==> config.mk <==
export PLATFORM = sky130hd
export DESIGN_NAME = mixer_multi
export DESIGN_NICKNAME = d
export VERILOG_FILES = /design/src/rtl/mixer_multi.sv
export SDC_FILE = /design/constraint.sdc
export NUM_CORES = 1
export LEC_CHECK = 0
export CAP_MARGIN = 15
export CORE_ASPECT_RATIO = 0.8
export CORE_UTILIZATION = 59
export CTS_CLUSTER_DIAMETER = 30
export CTS_CLUSTER_SIZE = 25
export DETAILED_ROUTE_END_ITERATION = 6
export PLACE_DENSITY = 0.81
export SETUP_SLACK_MARGIN = 0.15
export SLEW_MARGIN = 20
export SYNTH_ARGS = -nofsm -noshare
export SYNTH_HDL_FRONTEND = slang
export SYNTH_SLANG_ARGS = --single-unit
==> constraint.sdc <==
create_clock -name clk28 -period 10.6 [get_ports clk28]
set_clock_uncertainty 0.15 [all_clocks]
set_input_delay 3.18 -clock clk28 [delete_from_list [all_inputs] [get_ports clk28]]
set_output_delay 3.18 -clock clk28 [all_outputs]
set_load 0.005 [all_outputs]
==> src/rtl/mixer_multi.sv <==
// mixer_multi: N-channel stereo PCM mixer with three 1-bit sources and
// per-side first-order sigma-delta outputs.
// One shared multiply-accumulate is time-multiplexed over a frame of
// CHANNELS+3 clk28 cycles:
//   phases 0..CHANNELS-1 : PCM channel k, scaled by vol_l[k] / vol_r[k]
//   phase  CHANNELS      : beeper   (full code, max volume)
//   phase  CHANNELS+1    : tape_out (2^(DW-2), max volume)
//   phase  CHANNELS+2    : tape_in  (2^(DW-3), max volume)
// Ports:
//   clk28, rst            clock, synchronous active-high reset
//   ch_data               packed PCM inputs, channel k at [k*DW +: DW]
//   beeper/tape_out/tape_in 1-bit sources
//   mono                  both outputs carry floor((L+R)/2)
//   cfg_we/cfg_ch/cfg_vol_l/cfg_vol_r  volume register write port
//   sample_l/sample_r     latest mixed frame
//   frame_stb             one-cycle pulse when sample_* update
//   dac_l/dac_r           sigma-delta bitstreams
module mixer_multi #(
  parameter int unsigned CHANNELS = 4,
  parameter int unsigned DW       = 8,
  parameter int unsigned VOLW     = 4,
  parameter int unsigned CW       = (CHANNELS > 1) ? $clog2(CHANNELS) : 1,
  localparam int unsigned SW      = DW + VOLW + $clog2(CHANNELS + 3)
) (
  input  logic                   clk28,
  input  logic                   rst,
  input  logic [CHANNELS*DW-1:0] ch_data,
  input  logic                   beeper,
  input  logic                   tape_out,
  input  logic                   tape_in,
  input  logic                   mono,
  input  logic                   cfg_we,
  input  logic [CW-1:0]          cfg_ch,
  input  logic [VOLW-1:0]        cfg_vol_l,
  input  logic [VOLW-1:0]        cfg_vol_r,
  output logic [SW-1:0]          sample_l,
  output logic [SW-1:0]          sample_r,
  output logic                   frame_stb,
  output logic                   dac_l,
  output logic                   dac_r
);

  localparam int unsigned F  = CHANNELS + 3;
  localparam int unsigned PW = $clog2(F);

  localparam logic [PW-1:0]   LAST_PHASE = PW'(F - 1);
  localparam logic [VOLW-1:0] VMAX       = '1;
  localparam logic [DW-1:0]   BEEP_LVL   = '1;
  localparam logic [DW-1:0]   TOUT_LVL   = DW'(1) << (DW - 2);
  localparam logic [DW-1:0]   TIN_LVL    = DW'(1) << (DW - 3);

  logic [PW-1:0]   phase;
  logic [SW-1:0]   acc_l, acc_r;
  logic [SW-1:0]   sd_l, sd_r;
  logic [VOLW-1:0] vol_l [CHANNELS];
  logic [VOLW-1:0] vol_r [CHANNELS];

  logic [DW-1:0]   src_c;
  logic [VOLW-1:0] vsel_l_c, vsel_r_c;
  logic [SW-1:0]   sum_l_c, sum_r_c, avg_c;
  logic [SW:0]     sd_l_next_c, sd_r_next_c;

  // Select this phase's source level and volumes; virtual sources run at max volume.
  always_comb begin
    src_c    = '0;
    vsel_l_c = VMAX;
    vsel_r_c = VMAX;
    for (int unsigned k = 0; k < CHANNELS; k++) begin
      if (phase == PW'(k)) begin
        src_c    = ch_data[k*DW +: DW];
        vsel_l_c = vol_l[k];
        vsel_r_c = vol_r[k];
      end
    end
    if (phase == PW'(CHANNELS))     src_c = beeper   ? BEEP_LVL : '0;
    if (phase == PW'(CHANNELS + 1)) src_c = tape_out ? TOUT_LVL : '0;
    if (phase == PW'(CHANNELS + 2)) src_c = tape_in  ? TIN_LVL  : '0;
  end

  // Running sums including this phase's term; SW is sized so these never overflow.
  always_comb begin
    sum_l_c = acc_l + SW'(src_c) * SW'(vsel_l_c);
    sum_r_c = acc_r + SW'(src_c) * SW'(vsel_r_c);
    avg_c   = SW'(({1'b0, sum_l_c} + {1'b0, sum_r_c}) >> 1);
  end

  // First-order sigma-delta: the carry out of residual+sample is the output bit.
  always_comb begin
    sd_l_next_c = {1'b0, sd_l} + {1'b0, sample_l};
    sd_r_next_c = {1'b0, sd_r} + {1'b0, sample_r};
  end

  // Phase sequencing, accumulation, frame latch, volume writes, modulator state.
  always_ff @(posedge clk28) begin
    if (rst) begin
      phase     <= '0;
      acc_l     <= '0;
      acc_r     <= '0;
      sample_l  <= '0;
      sample_r  <= '0;
      frame_stb <= 1'b0;
      sd_l      <= '0;
      sd_r      <= '0;
      dac_l     <= 1'b0;
      dac_r     <= 1'b0;
      for (int unsigned k = 0; k < CHANNELS; k++) begin
        vol_l[k] <= VMAX;
        vol_r[k] <= VMAX;
      end
    end else begin
      if (phase == LAST_PHASE) begin
        phase     <= '0;
        acc_l     <= '0;
        acc_r     <= '0;
        sample_l  <= mono ? avg_c : sum_l_c;
        sample_r  <= mono ? avg_c : sum_r_c;
        frame_stb <= 1'b1;
      end else begin
        phase     <= phase + PW'(1);
        acc_l     <= sum_l_c;
        acc_r     <= sum_r_c;
        frame_stb <= 1'b0;
      end

      sd_l  <= sd_l_next_c[SW-1:0];
      sd_r  <= sd_r_next_c[SW-1:0];
      dac_l <= sd_l_next_c[SW];
      dac_r <= sd_r_next_c[SW];

      // Out-of-range indices match no register and are dropped.
      for (int unsigned k = 0; k < CHANNELS; k++) begin
        if (cfg_we && (cfg_ch == CW'(k))) begin
          vol_l[k] <= cfg_vol_l;
          vol_r[k] <= cfg_vol_r;
        end
      end
    end
  end

endmodule

; After elaboration in Yosys (flattened, before gate mapping)
; Memories as Yosys holds them, arrays and structs flattened.
; Cells that the tools add are included.
[op_classes]
bitwise = 8
n_mul = 2
eq_ne = 9
addsub = 6
n_mux = 43
n_reduce_logical = 7
[op_table]
columns = operator, count
row1 = $mux 4, 16
row2 = $mux 8, 8
row3 = $add 15x15->16, 3
row4 = $add 15x12->15, 2
row5 = $mux 15, 2
row6 = $mul 8x4->12, 2
row7 = $mux 1, 15
row8 = $eq 3x3->1 const B, 3
row9 = $or 1x1->1, 8
row10 = $mux 7, 1
row11 = $eq 3x2->1 const B, 2
row12 = $mux 6, 1
row13 = $eq 2x2->1 const B, 2
row14 = $logic_and 1x1->1, 4
row15 = $add 3x1->3 const B, 1
row16 = $eq 3x1->1 const B, 1
row17 = $logic_not 3->1, 1
row18 = $eq 2x1->1 const B, 1
row19 = $logic_not 2->1, 1
row20 = $reduce_or 2->1, 1
[word_totals]
in_bits = 49
output_inout_bits = 33
ramBits = 32
mem_count = 2
wordCells = 87
register_bits = 96
[mem_list]
columns = memory, depth, word_bits, read_ports, rd_ports_with_merged_regs, write_ports, line_no
row1 = vol_l, 4, 4, 4, 0, 4, 55  ; logic [VOLW-1:0] vol_l [CHANNELS];
row2 = vol_r, 4, 4, 4, 0, 4, 56  ; logic [VOLW-1:0] vol_r [CHANNELS];

; Depth between registers and ports, before layout
; Gate-level depths: netlist of run 1.
[logic_depth]
word_depth = 12
depth_mapped = 32
ltp_nobuf = 30

; Worst setup path before layout of run 1
; OpenSTA, ideal clock, no wires.
[synth_path]
path_kind = in2reg
startpoint = in ch_data[10]
endpoint = reg sample_l[10]
path_buffers = 0
t_required_ns = 10.322
setup_ns = 0.128
slack_ns = 1.879
path_stages = 26
arrival_ns = 8.443
cell_sequence = a22oi_1 -> a211oi_1 -> a21oi_1 -> a21o_1 -> or2_2 -> fa_1 -> fa_1 -> fa_1 -> inv_1 -> ha_1 -> o21ai_0 -> o21ai_0 -> nor2b_1 -> o21a_1 -> nor2_1 -> xor2_1 -> inv_1 -> ha_1 -> nand2_1 -> nor2_1 -> a21oi_1 -> nand2_1 -> o21ai_0 -> and3b_1 -> o31ai_1 -> o21ai_0
[synth_via]
elab_chain_cells = 10
word_cells_on_any_way = 12
classes_between = 3 x add/sub / 2 x mul / 7 x mux
[synth_rtl]
columns = item, line_no
row1 = "start, declared", 27  ; input logic [CHANNELS*DW-1:0] ch_data,
row2 = $mux 8 (3 in a row), 69  ; if (phase == PW'(k)) begin
row3 = $mux 8, 75  ; if (phase == PW'(CHANNELS)) src_c = beeper ? BEEP_LVL : '0;
row4 = $mux 8, 76  ; if (phase == PW'(CHANNELS + 1)) src_c = tape_out ? TOUT_LVL : '0;
row5 = $mux 8, 77  ; if (phase == PW'(CHANNELS + 2)) src_c = tape_in ? TIN_LVL : '0;
row6 = $mul 8x4->12, 82  ; sum_l_c = acc_l + SW'(src_c) * SW'(vsel_l_c);
row7 = $add 15x12->15, 82
row8 = via sum_l_c[8], 60  ; logic [SW-1:0] sum_l_c, sum_r_c, avg_c;
row9 = $add 15x15->16, 84  ; avg_c = SW'(({1'b0, sum_l_c} + {1'b0, sum_r_c}) >> 1);
row10 = $mux 15, 115  ; sample_l <= mono ? avg_c : sum_l_c;
row11 = "end signal, assigned", 115
row12 = "end, declared", 36  ; output logic [SW-1:0] sample_l,
; The timed path passes the listed nets, and every way through them passes these cells.
; A chain may end at the register's enable or synchronous reset.

; Final worst setup path of run 1
[layout_path]
startpoint = in ch_data[10]
endpoint = reg sample_r[10]
[layout_via]
elab_chain_cells = 10
word_cells_on_any_way = 12
classes_between = 3 x add/sub / 2 x mul / 7 x mux
[layout_rtl]
columns = item, line_no
row1 = $mux 8 (3 in a row), 69
row2 = $mux 8, 75
row3 = $mux 8, 76
row4 = $mux 8, 77
row5 = $mul 8x4->12, 82
row6 = $add 15x12->15, 82
row7 = via sum_l_c[8], 60
row8 = $add 15x15->16, 84
row9 = $mux 15, 116  ; sample_r <= mono ? avg_c : sum_r_c;
row10 = "end signal, assigned", 116
row11 = "end, declared", 37  ; output logic [SW-1:0] sample_r,
; The timed path passes the listed nets, and every way through them passes these cells.

==> out/qor.yml, run 1 <==
timing.setup.tns_ps: 0
synth-seq-cells: 128
grt_pass1_vias: 7777
cts_buffer_depth: 2
setup_viol: 0
synth_seq_area_share: 0.307
max-cap-violations: 0
worstPathArrival_ps: 9960
tightest_slew_ps: 1060
ant_nets: 0
cts_root_buf: "clkbuf_16"
synth_ff_type: "dfxtp_1"
initial_core_util: 0.614
cts_num_sinks: 128
cts_max_level: 4
status: "finished clean"
wl_met3_um: 1650
slew_headroom: 0.294
syn_area_um2: 9400
post_cts_buffers: 0
synth_cell_type_count: 64
cts_resized: 0
grt_start_max_net_pins: 43
grt_util_all_layers: 0.294
gp_congestion: 0.907
period_needed_ps: 9810
dieWidth_um: 143
grt_pass1_wl_um: 37600
synth-simple-area-share: 0.176
drt_first_pass_iters: 5
synth-async-reset-ratio: 0
synth_nets: 1271
grt_overflow_total: 0
detail_route.vias_per_cell: 5.79
antenna_found_initial: 0
routedWlPerCell_um: 16.4
worstPathRequired_ps: 10750
yosys-mux-area-fraction: 0.0130
drc_errors: 0
io_buffers: 81
crit_fanout: 8
synth_compound_area_frac: 0.181
area_growth_syn_to_layout_pct: 17.2
cts_made_buffers: 17
path_class: "in -> reg"
first_iter_violations: 730
coreArea_um2: 15300
cts_tree: "built"
synth_top_family_by_area: "adder cells"
synth_fa_ha_area_frac: 0.220
end_kind: "flip-flop"
fin_ws_ps: 792
clk_pin_slew_ps: 60
syn_inst: 1084
reg2regPathDepth: 28
dr_total_vias: 8020
crit_path_end: "sample_r[10]"
place_area_um2: 10400
maxSlewViolCount: 0
design_area_um2: 11000
wl_met1_um: 10600
rsz0062_at_grt: "no"
fin_util: 0.720
syn_avg_cell_area_um2: 8.68
synth-edff-count: 32
die_area_um2: 16500
finalHoldViolations: 0
detailedPlace.worstSlack_ps: 615
r2r_end: "sample_r[10]"
nets: 1350
num_antenna_cells: 0
fmax_mhz: 102
cp-start-kind: "input port"
final_cell_mix: "nor2_1 (148), inv_1 (130), dfxtp_1 (96), ha_1 (93), clkdlybuf4s50_1 (81)"
wl_met2_um: 10200
synth_xor_area_frac: 0.0410
totalWireLength_um: 22800
dpl.hpwl_um: 16900
reg2reg_slack_ps: 2630
period_share: 0.925
final_common_cell: "nor2_1"
cts_hold_buf: 0
top_layer: "met4"
reg2reg_from: "phase[0]"
rows: 40
drive_above_1_share: 0.0663
clk_latency_ps: 420
cp-startpoint: "ch_data[10]"
worstHoldPathType: "reg -> reg"
yosysWarnings: 0
io_pins: 82
die_h_um: 115
## stage by stage
step | hold WS (ps) | std cells
after floorplan | 283 | 1084
final | 319 | 1386
after global routing | 366 | 1386
after CTS | 320 | 1386
after global placement | 298 | 1354
after detailed placement | 312 | 1354
## synth_stat cells, types with 23 or more instances
cell type    n  area, µm²
nor2_1     148        556
inv_1      130        488
dfxtp_1     96       1920
ha_1        93       1160
a21oi_1     61        305
nand2_1     55        206
o21ai_0     52        260
fa_1        45        901
nand2b_1    35        219
edfxtp_1    32        961
a21o_1      23        173
## routing by layer
layer / vias up / GRT usage
li1: 3880 / -
met1: 3835 / 0.403
met2: 274 / 0.463
met3: 31 / 0.0604
met4: 0 / 0.103
met5: - / 0
## registers in the layout, indices dropped and copies added, names as in the netlist
register,count
sd_r,15
acc_l,15
sd_l,15
sample_r,15
dac_r,1
frame_stb,1
phase,3
sample_l,15
vol_l,16
vol_r,16
dac_l,1
acc_r,15
## cells by family after synthesis
logic type               count (synthesis)
XOR/XNOR                                44
adder cells (fa/ha/maj)                138
buffers and inverters                  157
flip-flops                             128
AND/OR/NAND/NOR                        349
AO/OA/AOI/OAI                          256
multiplexers                            12
## critical path, cell delays in order
cell	delay, ps
clkdlybuf4s50_1	460
a22oi_1	80
a211oi_1	270
a21oi_1	90
a21o_1	340
or2_2	350
fa_1	570
fa_1	430
fa_1	490
inv_1	40
ha_1	230
a211oi_1	410
o21ai_0	300
nor2b_1	210
o21a_1	180
nor2_1	120
xor2_1	270
inv_1	80
ha_1	320
nand2_1	110
nor2_1	70
a21oi_1	190
nand2_1	90
o21ai_0	430
and3b_1	240
o31ai_1	260
o21ai_0	150
## layout make-up
class | instances | area (µm²)
Inverter | 131 | 492
Clock buffer | 21 | 470
Tap cell | 210 | 263
Clock inverter | 11 | 126
Timing Repair Buffer | 86 | 848
Fill cell | 1183 | 4290
Multi-Input combinational cell | 799 | 5940
Sequential cell | 128 | 2880
## worst min path at each step
| stage | from | end | slack (ps) | depth (start not counted) |
|---|---|---|---|---|
| 2_1_floorplan | phase[0] | phase[0] | 280 | 1 |
| 3_3_place_gp | phase[0] | phase[0] | 300 | 1 |
| 3_5_place_dp | phase[0] | phase[0] | 310 | 1 |
| 4_1_cts | phase[0] | phase[0] | 320 | 1 |
| 5_1_grt | phase[0] | phase[0] | 370 | 1 |
| 6_report | phase[0] | phase[0] | 320 | 1 |
Power of run 1 is left out: the tool's default activity adds up to more than one toggle a clock period on the data nets, which glitch-free logic cannot reach.
==> run 2, diff against run 1 <==
- MAX_ROUTING_LAYER: unset -> met4
- SLEW_MARGIN: 20 -> unset
==> run 2 against run 1 <==
Register-to-register slack got worse by 260 ps. Routed wire length rose by 0.45%. Via count fell by 0.19%. Cell area about the same. Flip-flop and latch count stayed put. Non-clock buffer count unchanged. Worst setup slack lost 52 ps.
==> out/qor.yml, run 2 (synthesis results as in run 1) <==
coreArea_um2: 15300  # unchanged
reg2regPathDepth: 29  # +3.6%
whs_path_depth: 1  # unchanged
end_kind: "flip-flop"
cp-startpoint: "ch_data[10]"
multi_input_area_um2: 5930  # -0.13%
max-cap-violations: 0  # unchanged
antenna_found_initial: 0  # unchanged
maxSlewViolCount: 0  # unchanged
final_common_cell: "nor2_1"
cts_num_sinks: 128  # unchanged
die_h_um: 115  # unchanged
cts_hold_buf: 0  # unchanged
detailedPlace.worstSlack_ps: 615  # unchanged
finalHoldViolations: 0  # unchanged
worstPathArrival_ps: 10010  # +50 ps
grt_start_max_net_pins: 43  # unchanged
drc_errors: 0  # unchanged
status: "finished clean"
worstHoldPathType: "reg -> reg"
cts_root_buf: "clkbuf_16"
grt_overflow_total: 0  # unchanged
fin_ws_ps: 740  # -52.3 ps
reg2reg_slack_ps: 2370  # -260 ps
largestRegisters: "vol_l x16, vol_r x16"
rows: 40  # unchanged
totalWireLength_um: 22900  # +0.45%
routedWlPerCell_um: 16.5  # +0.45%
grt_pass1_vias: 7779  # +0.026%
tightest_slew_ps: 1170  # +111 ps
critPathMaxStageDelay_ps: 570  # about the same
r2r_end: "sample_r[10]"
path_class: "in -> reg"
cts_buffer_depth: 2  # unchanged
dpl.hpwl_um: 16900  # unchanged
post_cts_buffers: 0  # unchanged
regArea_um2: 2880  # unchanged
nFillCells: 1182  # -0.085%
cts_tree: "built"
nets: 1350  # unchanged
dieWidth_um: 143  # unchanged
area_growth_syn_to_layout_pct: 17.1  # about the same
die_area_um2: 16500  # unchanged
period_needed_ps: 9860  # +52.3 ps
io_pins: 82  # unchanged
setup_viol: 0  # unchanged
gp_congestion: 0.923  # +1.7%
place_area_um2: 10400  # unchanged
worstPathRequired_ps: 10750  # about the same
cp-start-kind: "input port"
final_cell_mix: "nor2_1 (148), inv_1 (130), dfxtp_1 (96), ha_1 (93), clkdlybuf4s50_1 (81)"
grt_util_all_layers: 0.304  # +0.00955
cts_max_level: 4  # unchanged
fin_util: 0.719  # about the same
crit_fanout: 8  # unchanged
ant_nets: 0  # unchanged
timing.setup.tns_ps: 0  # unchanged
drt_first_pass_iters: 5  # unchanged
initial_core_util: 0.614  # unchanged
io_buffers: 81  # unchanged
num_antenna_cells: 0  # unchanged
design_area_um2: 11000  # about the same
period_share: 0.930  # +0.00494
crit_path_end: "sample_r[10]"
first_iter_violations: 774  # +6.0%
drive_above_1_share: 0.0646  # -0.00170
cts_resized: 0  # unchanged
clk_pin_slew_ps: 60  # about the same
fmax_mhz: 101  # -0.53%
rsz0062_at_grt: "no"
clk_latency_ps: 430  # about the same
detail_route.vias_per_cell: 5.78  # -0.19%
cpMaxStageDelayCell: "fa_1"
reg2reg_from: "phase[0]"
grt_pass1_wl_um: 37600  # unchanged
dr_total_vias: 8005  # -0.19%
slew_headroom: 0.220  # -0.0737
cts_made_buffers: 17  # unchanged
## run 2: cell types whose count changed in the layout (fill, tap and decap cells not counted)
cell,previous run,this run
nand2b_1,34,35
nor3_2,1,0
nand2b_2,1,0
nor3_1,19,20
## run 2: critical path, delay by kind of cell
kind | cells | cell delay, ps
buffers and inverters | 3 | 590
AND/OR/NAND/NOR | 7 | 1200
adder cells (fa/ha/maj) | 5 | 2040
AO/OA/AOI/OAI | 11 | 2730
XOR/XNOR | 1 | 280
## run 2: stage by stage
stage               std cells  hold slack (ps)
finish                   1386              319
global route             1386              366
CTS                      1386              320
detailed placement       1354              312
global placement         1354              298
floorplan                1084              283
## run 2: how the worst min path moves through the flow
stage	startpoint	to	slack (ps)
6_report	phase[0]	phase[0]	320
5_1_grt	phase[0]	phase[0]	370
4_1_cts	phase[0]	phase[0]	320
3_5_place_dp	phase[0]	phase[0]	310
3_3_place_gp	phase[0]	phase[0]	300
2_1_floorplan	phase[0]	phase[0]	280
## run 2: metal layers
layer,vias up,wire [µm],global-route usage
met5,-,0,-
met4,0,444,0.103
met3,33,1620,0.0591
li1,3878,-,-
met1,3802,10700,0.404
met2,292,10200,0.463
## run 2: layout make-up
type	count	area share
timing repair buffer	86	0.0770
inverter	131	0.0446
clock inverter	11	0.0115
multi-input combinational	799	0.539
clock buffer	21	0.0427
sequential	128	0.262
tap	210	0.0239
Power of run 2 is left out for the same reason.
